<file path="src/rtl/mem_port_arbiter.sv">
// Arbiter sharing one single-port memory between instruction fetch and data access.
// Data wins by default; fetch is guaranteed a grant after MAX_D data grants in a row.
module mem_port_arbiter #(
  parameter int AW      = 10,
  parameter int DW      = 32,
  parameter int MAX_D   = 3,
  parameter int TIMEOUT = 255
) (
  input  logic          clk,
  input  logic          rst_n,
  input  logic          i_req,
  input  logic [AW-1:0] i_addr,
  input  logic          i_flush,
  output logic          i_ack,
  output logic [DW-1:0] i_rdata,
  input  logic          d_req,
  input  logic          d_we,
  input  logic [AW-1:0] d_addr,
  input  logic [DW-1:0] d_wdata,
  output logic          d_ack,
  output logic [DW-1:0] d_rdata,
  output logic          m_req,
  output logic          m_we,
  output logic [AW-1:0] m_addr,
  output logic [DW-1:0] m_wdata,
  input  logic          m_ready,
  input  logic [DW-1:0] m_rdata,
  output logic          err
);

  localparam int SW = $clog2(MAX_D + 1);
  localparam int WW = $clog2(TIMEOUT + 1);
  localparam logic [SW-1:0] MAX_D_C   = SW'(MAX_D);
  localparam logic [WW-1:0] TIMEOUT_C = WW'(TIMEOUT);

  typedef enum logic [1:0] {IDLE, I_BUSY, D_BUSY, I_DROP} state_t;

  state_t        state, state_next;
  logic [SW-1:0] starve_cnt;
  logic [WW-1:0] wait_cnt;
  logic          grant_d, grant_i, done_d, done_i;
  logic          d_ok, i_ok;

  // A requester still seeing its own ack is holding a request that was just served.
  assign d_ok = d_req && !d_ack;
  assign i_ok = i_req && !i_ack;

  always_ff @(posedge clk or negedge rst_n) begin
    if (!rst_n) state <= IDLE;
    else        state <= state_next;
  end

  always_comb begin
    state_next = state;
    grant_d    = 1'b0;
    grant_i    = 1'b0;
    done_d     = 1'b0;
    done_i     = 1'b0;
    case (state)
      IDLE: begin
        if (d_ok && (!i_req || i_flush || starve_cnt < MAX_D_C)) begin
          grant_d    = 1'b1;
          state_next = D_BUSY;
        end else if (i_ok && !i_flush) begin
          grant_i    = 1'b1;
          state_next = I_BUSY;
        end
      end
      I_BUSY: begin
        // A flushed fetch still has to finish on the memory side, just silently.
        if (i_flush) begin
          state_next = m_ready ? IDLE : I_DROP;
        end else if (m_ready) begin
          done_i     = 1'b1;
          state_next = IDLE;
        end
      end
      D_BUSY: begin
        if (m_ready) begin
          done_d     = 1'b1;
          state_next = IDLE;
        end
      end
      I_DROP: begin
        if (m_ready) state_next = IDLE;
      end
      default: state_next = IDLE;
    endcase
  end

  always_ff @(posedge clk or negedge rst_n) begin
    if (!rst_n) begin
      m_req      <= 1'b0;
      m_we       <= 1'b0;
      m_addr     <= '0;
      m_wdata    <= '0;
      i_ack      <= 1'b0;
      d_ack      <= 1'b0;
      i_rdata    <= '0;
      d_rdata    <= '0;
      starve_cnt <= '0;
    end else begin
      i_ack <= done_i;
      d_ack <= done_d;
      if (grant_d) begin
        m_req   <= 1'b1;
        m_we    <= d_we;
        m_addr  <= d_addr;
        m_wdata <= d_wdata;
      end else if (grant_i) begin
        m_req   <= 1'b1;
        m_we    <= 1'b0;
        m_addr  <= i_addr;
        m_wdata <= '0;
      end else if (state != IDLE && m_ready) begin
        m_req <= 1'b0;
      end
      if (done_i)            i_rdata <= m_rdata;
      if (done_d && !m_we)   d_rdata <= m_rdata;
      // Saturating count of data grants that overtook a live fetch request.
      if (grant_d) begin
        if (i_req && !i_flush) begin
          if (starve_cnt != MAX_D_C) starve_cnt <= starve_cnt + 1'b1;
        end else if (!i_req) begin
          starve_cnt <= '0;
        end
      end else if (grant_i) begin
        starve_cnt <= '0;
      end
    end
  end

  // Timeout only flags the slow memory; the access itself keeps waiting.
  always_ff @(posedge clk or negedge rst_n) begin
    if (!rst_n) begin
      wait_cnt <= '0;
      err      <= 1'b0;
    end else if (!m_req || m_ready) begin
      wait_cnt <= '0;
    end else if (wait_cnt != TIMEOUT_C) begin
      wait_cnt <= wait_cnt + 1'b1;
      if (wait_cnt == TIMEOUT_C - 1'b1) err <= 1'b1;
    end
  end

endmodule
</file>
<file path="config.mk">
export PLATFORM = sky130hd
export DESIGN_NAME = mem_port_arbiter
export DESIGN_NICKNAME = d
export VERILOG_FILES = /design/src/rtl/mem_port_arbiter.sv
export SDC_FILE = /design/constraint.sdc
export NUM_CORES = 1
export LEC_CHECK = 0
export ABC_AREA = 1
export CAP_MARGIN = 0
export CORE_UTILIZATION = 45
export CTS_BUF_LIST = sky130_fd_sc_hd__clkbuf_4
export DETAILED_ROUTE_END_ITERATION = 10
export GPL_TIMING_DRIVEN = 0
export HOLD_SLACK_MARGIN = 0.03
export PLACE_DENSITY = 0.94
export SLEW_MARGIN = 30
export SYNTH_ARGS = -nofsm -noshare
export SYNTH_HDL_FRONTEND = slang
export SYNTH_SLANG_ARGS = --single-unit
</file>
<file path="constraint.sdc">
create_clock -name clk -period 2.8 [get_ports clk]
set_clock_uncertainty 0.05 [all_clocks]
set_input_delay 0.28 -clock clk [delete_from_list [all_inputs] [get_ports clk]]
set_output_delay 0.28 -clock clk [all_outputs]
set_load 0.01 [all_outputs]
</file>
# Word level (Yosys, flattened, before mapping)
# Cells that the tools add are included.
[op_classes] eq_ne=9 n_bitwise=1 n_div=0 muxes=31 addsub=2 n_lt_le_gt_ge=1 reduce_logical=24 n_shift=0 mul=0
[ops] cell="2-to-1 mux 32 bit" count=2
[ops] cell="2-to-1 mux 10 bit" count=2
[ops] cell="2-to-1 mux 2 bit" count=10
[ops] cell="2-to-1 mux 8 bit" count=2
[ops] cell="2-to-1 mux 1 bit" count=14
[ops] cell="adder 8 x 1 -> 8 bit (second input constant)" count=1
[ops] cell="equality test 8 bit (second input constant)" count=1
[ops] cell="inequality test 8 bit (second input constant)" count=1
[ops] cell="logical AND 1 bit" count=7
[ops] cell="zero test 1 bit" count=6
[ops] cell="inequality test 3 x 2 -> 1 bit (second input constant)" count=2
[ops] cell="one-hot mux 2 bit (3 select lines)" count=1
[ops] cell="AND reduction 3 bit" count=2
[ops] cell="nonzero test 2 bit" count=3
[ops] cell="equality test 2 bit (second input constant)" count=2
[ops] cell="logical OR 1 bit" count=3
[ops] cell="inequality test 3 bit (second input constant)" count=1
[ops] cell="nonzero test 3 bit" count=1
[ops] cell="adder 2 x 1 -> 2 bit (second input constant)" count=1
[ops] cell="equality test 2 x 1 -> 1 bit (second input constant)" count=1
[ops] cell="zero test 2 bit" count=1
[ops] cell="less-than comparator 2 bit (second input constant)" count=1
[ops] cell="inequality test 2 bit (second input constant)" count=1
[ops] cell="OR reduction 2 bit" count=1
[ops] cell="NOT 1 bit" count=1
[word_totals] word_cells=80 in_bits=91 ff_bits=123 n_memories=0 latch_bits=0 mem_bits_ro=0 mem_bits_rw=0

# Logic depth before layout (Yosys ltp)
# Gate-level depths: netlist of the first run.
[depth] ltp_word=8 mapped_depth=8 mapped_depth_nobuf=7

# Worst setup path before layout of the first run
# No wires, ideal clock.
[synth_timing] kind="flip-flop to flip-flop" from="register starve_cnt[0]" to="register m_addr[4]" synth_period_minus_slack_ps=1380 path_stages_with_launch=9 slack_ps=1420 setup_ps=117 t_arrival_ps=1213 path_cell_list="dfrtp_1 ha_1 nand3_1 nand2_2 nand2_2 nand2_4 buf_4 nand2_1 nand2_1"
[synth_between] elab_chain_cells=6
[synth_lines] element="start: declaration" line="39" rtl="logic [SW-1:0] starve_cnt;"
[synth_lines] element="start signal: assignment" line="123" rtl="if (starve_cnt != MAX_D_C) starve_cnt <= starve_cnt + 1'b1;"
[synth_lines] element="less-than comparator 2 bit (*)" line="61" rtl="if (d_ok && (!i_req || i_flush || starve_cnt < MAX_D_C)) begin"
[synth_lines] element="logical OR 1 bit (*)" line="61"
[synth_lines] element="logical AND 1 bit (*)" line="61"
[synth_lines] element="2-to-1 mux 1 bit" line="61"
[synth_lines] element="2-to-1 mux 1 bit" line="59" rtl="case (state)"
[synth_lines] element="2-to-1 mux 10 bit / nonzero test 2 bit (equally long branches)"
[synth_lines] element="end signal: assignment" line="108" rtl="m_addr <= d_addr;"
[synth_lines] element="end signal: assignment" line="113" rtl="m_addr <= i_addr;"
[synth_lines] element="end: declaration" line="24" rtl="output logic [AW-1:0] m_addr,"
# Mark *: on every way between the ends. The rest lies on a longest branch, timed or not.
# A chain may end at the register's enable or synchronous reset.

# Worst setup path in the final report of the first run
[layout_timing] from="register d_rdata[2]" to="output d_rdata[2]"
[layout_lines] element="start: declaration" line="21" rtl="output logic [DW-1:0] d_rdata,"
[layout_lines] element="start signal: assignment" line="119" rtl="if (done_d && !m_we) d_rdata <= m_rdata;"
# No word-level cell between the ends.

==> results of run 1 <==
[state kept, by name (all words and copies together) (netlist names)]
name        flops
d_ack           1
d_rdata        32
wait_cnt        8
m_req           1
i_ack           1
err             1
starve_cnt      2
m_we            1
m_addr         10
m_wdata        32
i_rdata        32
state           2
[area by class of cell]
type                            count  area share
Buffer                             25      0.0274
Clock inverter                     15      0.0221
Sequential cell                   123       0.394
Inverter                           52      0.0250
Tap cell                          143      0.0229
Timing Repair Buffer              203       0.263
Clock buffer                       17      0.0163
Multi-Input combinational cell    365       0.229
[per-stage QoR]
step	power (W)	std cells	hold slack (ps)
2_1_floorplan	0.00466	565	-65.6
3_3_place_gp	0.00658	909	397
3_5_place_dp	0.00672	910	198
4_1_cts	0.00806	943	169
5_1_grt	0.00855	943	209
6_report	0.00797	943	186
[per-layer routing]
layer,share of wire,GRT usage,vias up
li1,-,-,2227
met3,0.11,0.0894,25
met2,0.49,0.393,188
met4,0.021,0.110,0
met1,0.38,0.255,2132
met5,0,0,-
[kinds of logic (layout without fill, tap and decap cells)]
family	count (synthesis)	count (layout)
compound gates	74	74
fa+ha+maj	3	3
flops	123	123
buf+inv	77	312
simple gates	288	288
[power by group]
group          internal [W]  total, W  switching (W)
Sequential          0.00253   0.00299       0.000460
Clock              0.000617   0.00132       0.000698
Combinational       0.00195   0.00367        0.00171
Total               0.00510   0.00797        0.00287
[cell usage in the layout, fill, tap and decap left out, types with 8 or more instances in the layout]
cell type        netlist  layout
inv_1                 48      48
o21ai_0                8       8
o21ai_1               18      18
o21ai_2               42      42
nand4_1               14      14
nand2_1              241     241
clkdlybuf4s50_1        0     200
nand3_1               13      13
dfrtp_1              123     123
clkbuf_4               0      17
buf_4                  9       9
buf_6                 11      11
[final timing paths]
check	from	to	slack, ps	cells after the start
max	d_rdata[2]$_DFFE_PN0P_	d_rdata[2]	910	1
min	rst_n	i_rdata[4]$_DFFE_PN0P_	190	2
max reg2reg	starve_cnt[0]$_DFFE_PN0P_	m_wdata[21]$_DFFE_PN0P_	1230	7
min reg2reg	err$_DFFE_PN0P_	err$_DFFE_PN0P_	420	2
max in group asynchronous	rst_n	m_addr[3]$_DFFE_PN0P_	1840	3
min in group clk	d_wdata[31]	m_wdata[31]$_DFFE_PN0P_	210	3
==> impl_metrics.ini, run 1 <==
[run_status]
outcome = finished clean

[logic_synthesis]
synth-seq-cells = 123
synth.mux.area_fraction = 0
netlist_top_cells_area = dfrtp_1 (58%), nand2_1 (17%), o21ai_2 (7.0%), inv_1 (3.4%), buf_6 (2.3%)
ys_seq_area_frac = 0.583
async_reset_ff_frac = 1.00
synth_top_family_by_area = simple AND/OR/NAND/NOR gates
synth_top_flop_cell = dfrtp_1
syn_area_um2 = 5280
synthSimpleGateAreaFrac = 0.228
syn_inst = 565
synth_common_cells = nand2_1 (241), dfrtp_1 (123), inv_1 (48)
synth_warnings = 0
synth-edff-count = 0
synth_top_area_cell = dfrtp_1
avgSynthCellArea_um2 = 9.35
synth.distinct_cells = 29
yosysMostFrequentCell = nand2_1
synth_compound_area_frac = 0.104
synth_fa_ha_area_frac = 0.00711
synth_top_area_frac = 0.583
yosys.area_share.xor_xnor = 0
synth_nets = 659

[clock_tree]
clock_latency_ps = 540
post_cts_buffers = 0
cts_resized = 0
cts.htree.levels = 4
clockBufferDepth = 2
cts.sink_count = 123
cts_hold_buf = 1
cts.clk_slew.worst_paths_ps = 110
cts_tree = built
cts_buffers = 17
clock-root-buffer = clkbuf_4

[detailed_routing]
firstDrtPassIters = 4
post_drt_wl_per_cell_um = 14.5
route.vias.total = 4572
drt-initial-drc-count = 168
drt-total-wl_mm = 13.7
drc_errors = 0
ant_nets = 0
vias_per_cell = 4.85

[die]
coreArea_um2 = 11400
start_util = 0.462
fp.dieW_um = 110
die_h_um = 110
rows = 39
die-area_um2 = 12200
pin_count = 202

[global_route]
grt_use_total = 0.232
grt_pass1_vias = 4364
grt_max_degree = 64
grt_pass1_wl_mm = 20.9
antenna_found_initial = 0
overflow = 0

[timing]
relSlewSlack = 0.663
fin_tns_setup_ps = 0
maxSlewViolCount = 0
period_share = 0.674
rsz0062_at_grt = false
setup_viol = 0
clock.fmax_mhz = 530
hold_viol_final = 0
fin_crit_ps = 1890
fin_ws_ps = 912
tightest_slew_ps = 506

[final_layout]
fin_area_um2 = 7810
syn_to_final_growth_pct = 48.0
drive_above_1_share = 0.140
multi_input_area_um2 = 1790
nets = 881
finalCoreUtilization = 0.684
n_antenna_cell = 0
regArea_um2 = 3080
nFillCells = 851

[placement]
port_buffers = 201
globalplace.congestion = 0.820
dp_hpwl_mm = 10.2
placed_area_um2 = 7500
post-place-ws_ps = 961

[critical_path]
cp_data_arrival_time_ps = 1560
worst-path-buf-inv = 1
required_ps = 2470
max_stage_delay_ps = 610
critPathKind = reg2out
slowest_stage = clkdlybuf4s50_1
cp_max_fo = 2
cp-start-kind = register
critPathCaptureType = primary output
crit_chain = clkdlybuf4s50_1
critPathTopFamily = buffers and inverters

[power_and_ir_drop]
power_density_nw_per_um2 = 1020
power_leakage_nw = 3.86
ir_drop_uv = 842

[flow_run]
cap_violations = 0

[min_path]
hp-class = in2async
No activity file was read; power rests on OpenSTA's default activity.
==> run 2: changes to the inputs <==
--- a/config.mk
+++ b/config.mk
@@ -7,12 +7,12 @@
 export LEC_CHECK = 0
 export ABC_AREA = 1
 export CAP_MARGIN = 0
-export CORE_UTILIZATION = 45
+export CORE_UTILIZATION = 41
 export CTS_BUF_LIST = sky130_fd_sc_hd__clkbuf_4
 export DETAILED_ROUTE_END_ITERATION = 10
 export GPL_TIMING_DRIVEN = 0
 export HOLD_SLACK_MARGIN = 0.03
-export PLACE_DENSITY = 0.94
+export PLACE_DENSITY = 0.91
 export SLEW_MARGIN = 30
 export SYNTH_ARGS = -nofsm -noshare
 export SYNTH_HDL_FRONTEND = slang
==> constraint.sdc (replaced) <==
create_clock -name clk -period 1.5 [get_ports clk]
set_clock_uncertainty 0.05 [all_clocks]
set_input_delay 0.15 -clock clk [delete_from_list [all_inputs] [get_ports clk]]
set_output_delay 0.15 -clock clk [all_outputs]
set_load 0.01 [all_outputs]
==> run 2 against run 1 <==
Compared with the run above: via count is 1.0% higher; combinational power up 75%; non-clock buffer count is 17 higher; sequential cell count stayed put; sequential share of layout area is 0.68 points lower; register-to-register slack worse by 1200 ps; hold slack lost 99 ps; critical endpoint is now d_rdata[31].
==> impl_metrics.ini, run 2 (synthesis results as in run 1) <==
[run_status]
outcome = finished clean

[detailed_routing]
ant_nets = 0
post_drt_wl_per_cell_um = 14.8
vias_per_cell = 4.67
firstDrtPassIters = 5
drc_errors = 0
route.vias.total = 4620
drt-total-wl_mm = 14.6
drt-initial-drc-count = 253

[timing]
fin_tns_setup_ps = 0
clock.fmax_mhz = 703
hold_viol_final = 0
period_share = 0.949
tightest_slew_ps = 477
fin_crit_ps = 1420
maxSlewViolCount = 0
relSlewSlack = 0.682
setup_viol = 0

[power_and_ir_drop]
p_sw_frac = 0.373
switchingPower_w = 0.00542
power_density_nw_per_um2 = 1820
ir_drop_uv = 1070
power_leakage_nw = 4.21
internal_power_w = 0.00909
seqPwrFrac = 0.381
clkPwrFrac = 0.176
pwr-share-comb = 0.443
totalPowerFinal_w = 0.0145

[clock_tree]
clock_latency_ps = 520
cts.clk_slew.worst_paths_ps = 100
cts.htree.levels = 4
cts.sink_count = 123
clockBufferDepth = 2
cts_buffers = 17
cts_tree = built
clock-root-buffer = clkbuf_4

[placement]
dp_hpwl_mm = 10.5
globalplace.congestion = 0.792
placedCellCount = 939
port_buffers = 201

[global_route]
antenna_found_initial = 0
grt_max_degree = 64
grt_use_total = 0.224
overflow = 0
grt_pass1_vias = 4580
grt_pass1_wl_mm = 22.5

[die]
rows = 41
start_util = 0.420
die-area_um2 = 13300
pin_count = 202
fp.dieW_um = 115
die_h_um = 115
coreArea_um2 = 12600

[critical_path]
rrSetupSlack_ps = 80
critPathTopFamily = flip-flops
r2r_start = state[1]$_DFFE_PN0P_
critPathKind = reg2out
cp_data_arrival_time_ps = 1220
slowest_stage = dfrtp_1
required_ps = 1300
critPathCaptureType = primary output
max_stage_delay_ps = 410
cp-start-kind = register
critPathLaunch = d_rdata[31]$_DFFE_PN0P_
cp_max_fo = 2
worst-path-buf-inv = 1
crit_chain = dlygate4sd2_1

[final_layout]
n_antenna_cell = 0
drive_above_1_share = 0.169
nFillCells = 1061
final_common_cell = nand2_1
syn_to_final_growth_pct = 50.7
multi_input_area_um2 = 1850
layout_common_cells = nand2_1 (240), dfrtp_1 (122), clkdlybuf4s50_1 (89), dlygate4sd2_1 (82), inv_1 (48)
nets = 898
regArea_um2 = 3080
top_regs = d_rdata x32, i_rdata x32, m_wdata x32
layout.cells.non_filler = 989

[flow_run]
cap_violations = 0

[min_path]
hp-class = in2async
==> run 2: changes by cell type in the layout (fill, tap and decap cells not counted), moves of 3 or more <==
cell             before  now
buf_4                 9   21
clkdlybuf4s15_1       0   26
clkinvlp_4            4    1
buf_6                11   15
dlygate4sd2_1         0   82
clkbuf_2              0    4
clkdlybuf4s50_1     200   89
==> run 2: power groups by stage <==
stage	Combinational [W]	Sequential, W	Clock, W
2_1_floorplan	0.00251	0.00619	0
3_3_place_gp	0.00674	0.00556	0
3_5_place_dp	0.00693	0.00560	0
4_1_cts	0.00603	0.00551	0.00263
5_1_grt	0.00706	0.00570	0.00279
6_report	0.00642	0.00553	0.00256
==> run 2: metal layers <==
layer	routed length [um]	share of wire	GRT usage
met2	7080	0.48	0.384
met5	0	0	0
met3	1530	0.10	0.103
met4	239	0.016	0.0805
met1	5790	0.40	0.242
==> run 2: metrics by stage <==
step	setup WS, ps	util	area [um2]	hold WS (ps)
after global routing	-22.2	0.633	7960	35.6
after floorplan	120	-	5280	-196
after global placement	-4610	0.597	7510	401
after CTS	1.88	0.616	7750	39.0
after detailed placement	-236	0.600	7540	65.8
final	76.9	0.633	7960	86.2
==> run 2: cell type report <==
class	count	area share
buffer	25	0.0302
tap	172	0.0271
sequential	123	0.387
clock buffer	18	0.0170
multi-input combinational	365	0.232
inverter	52	0.0249
timing repair buffer	220	0.260
clock inverter	14	0.0222
==> run 2: worst paths after layout <==
check	depth (start not counted)	end
min in group clk	3	m_wdata[14]$_DFFE_PN0P_
max in group asynchronous	3	state[0]$_DFFE_PN0P_
worst min register to register	2	m_wdata[31]$_DFFE_PN0P_
worst max-delay path	1	d_rdata[31]
worst min-delay path	2	m_addr[4]$_DFFE_PN0P_
worst max register to register	7	m_addr[9]$_DFFE_PN0P_
==> run 2: repair_timing <==
item                       4_1_cts  5_1_grt
hold buffers                     1        0
pin swaps                        0        0
resized for setup              114       51
hold endpoints to repair       123        0
setup buffers                    2       15
setup endpoints to repair      150      107
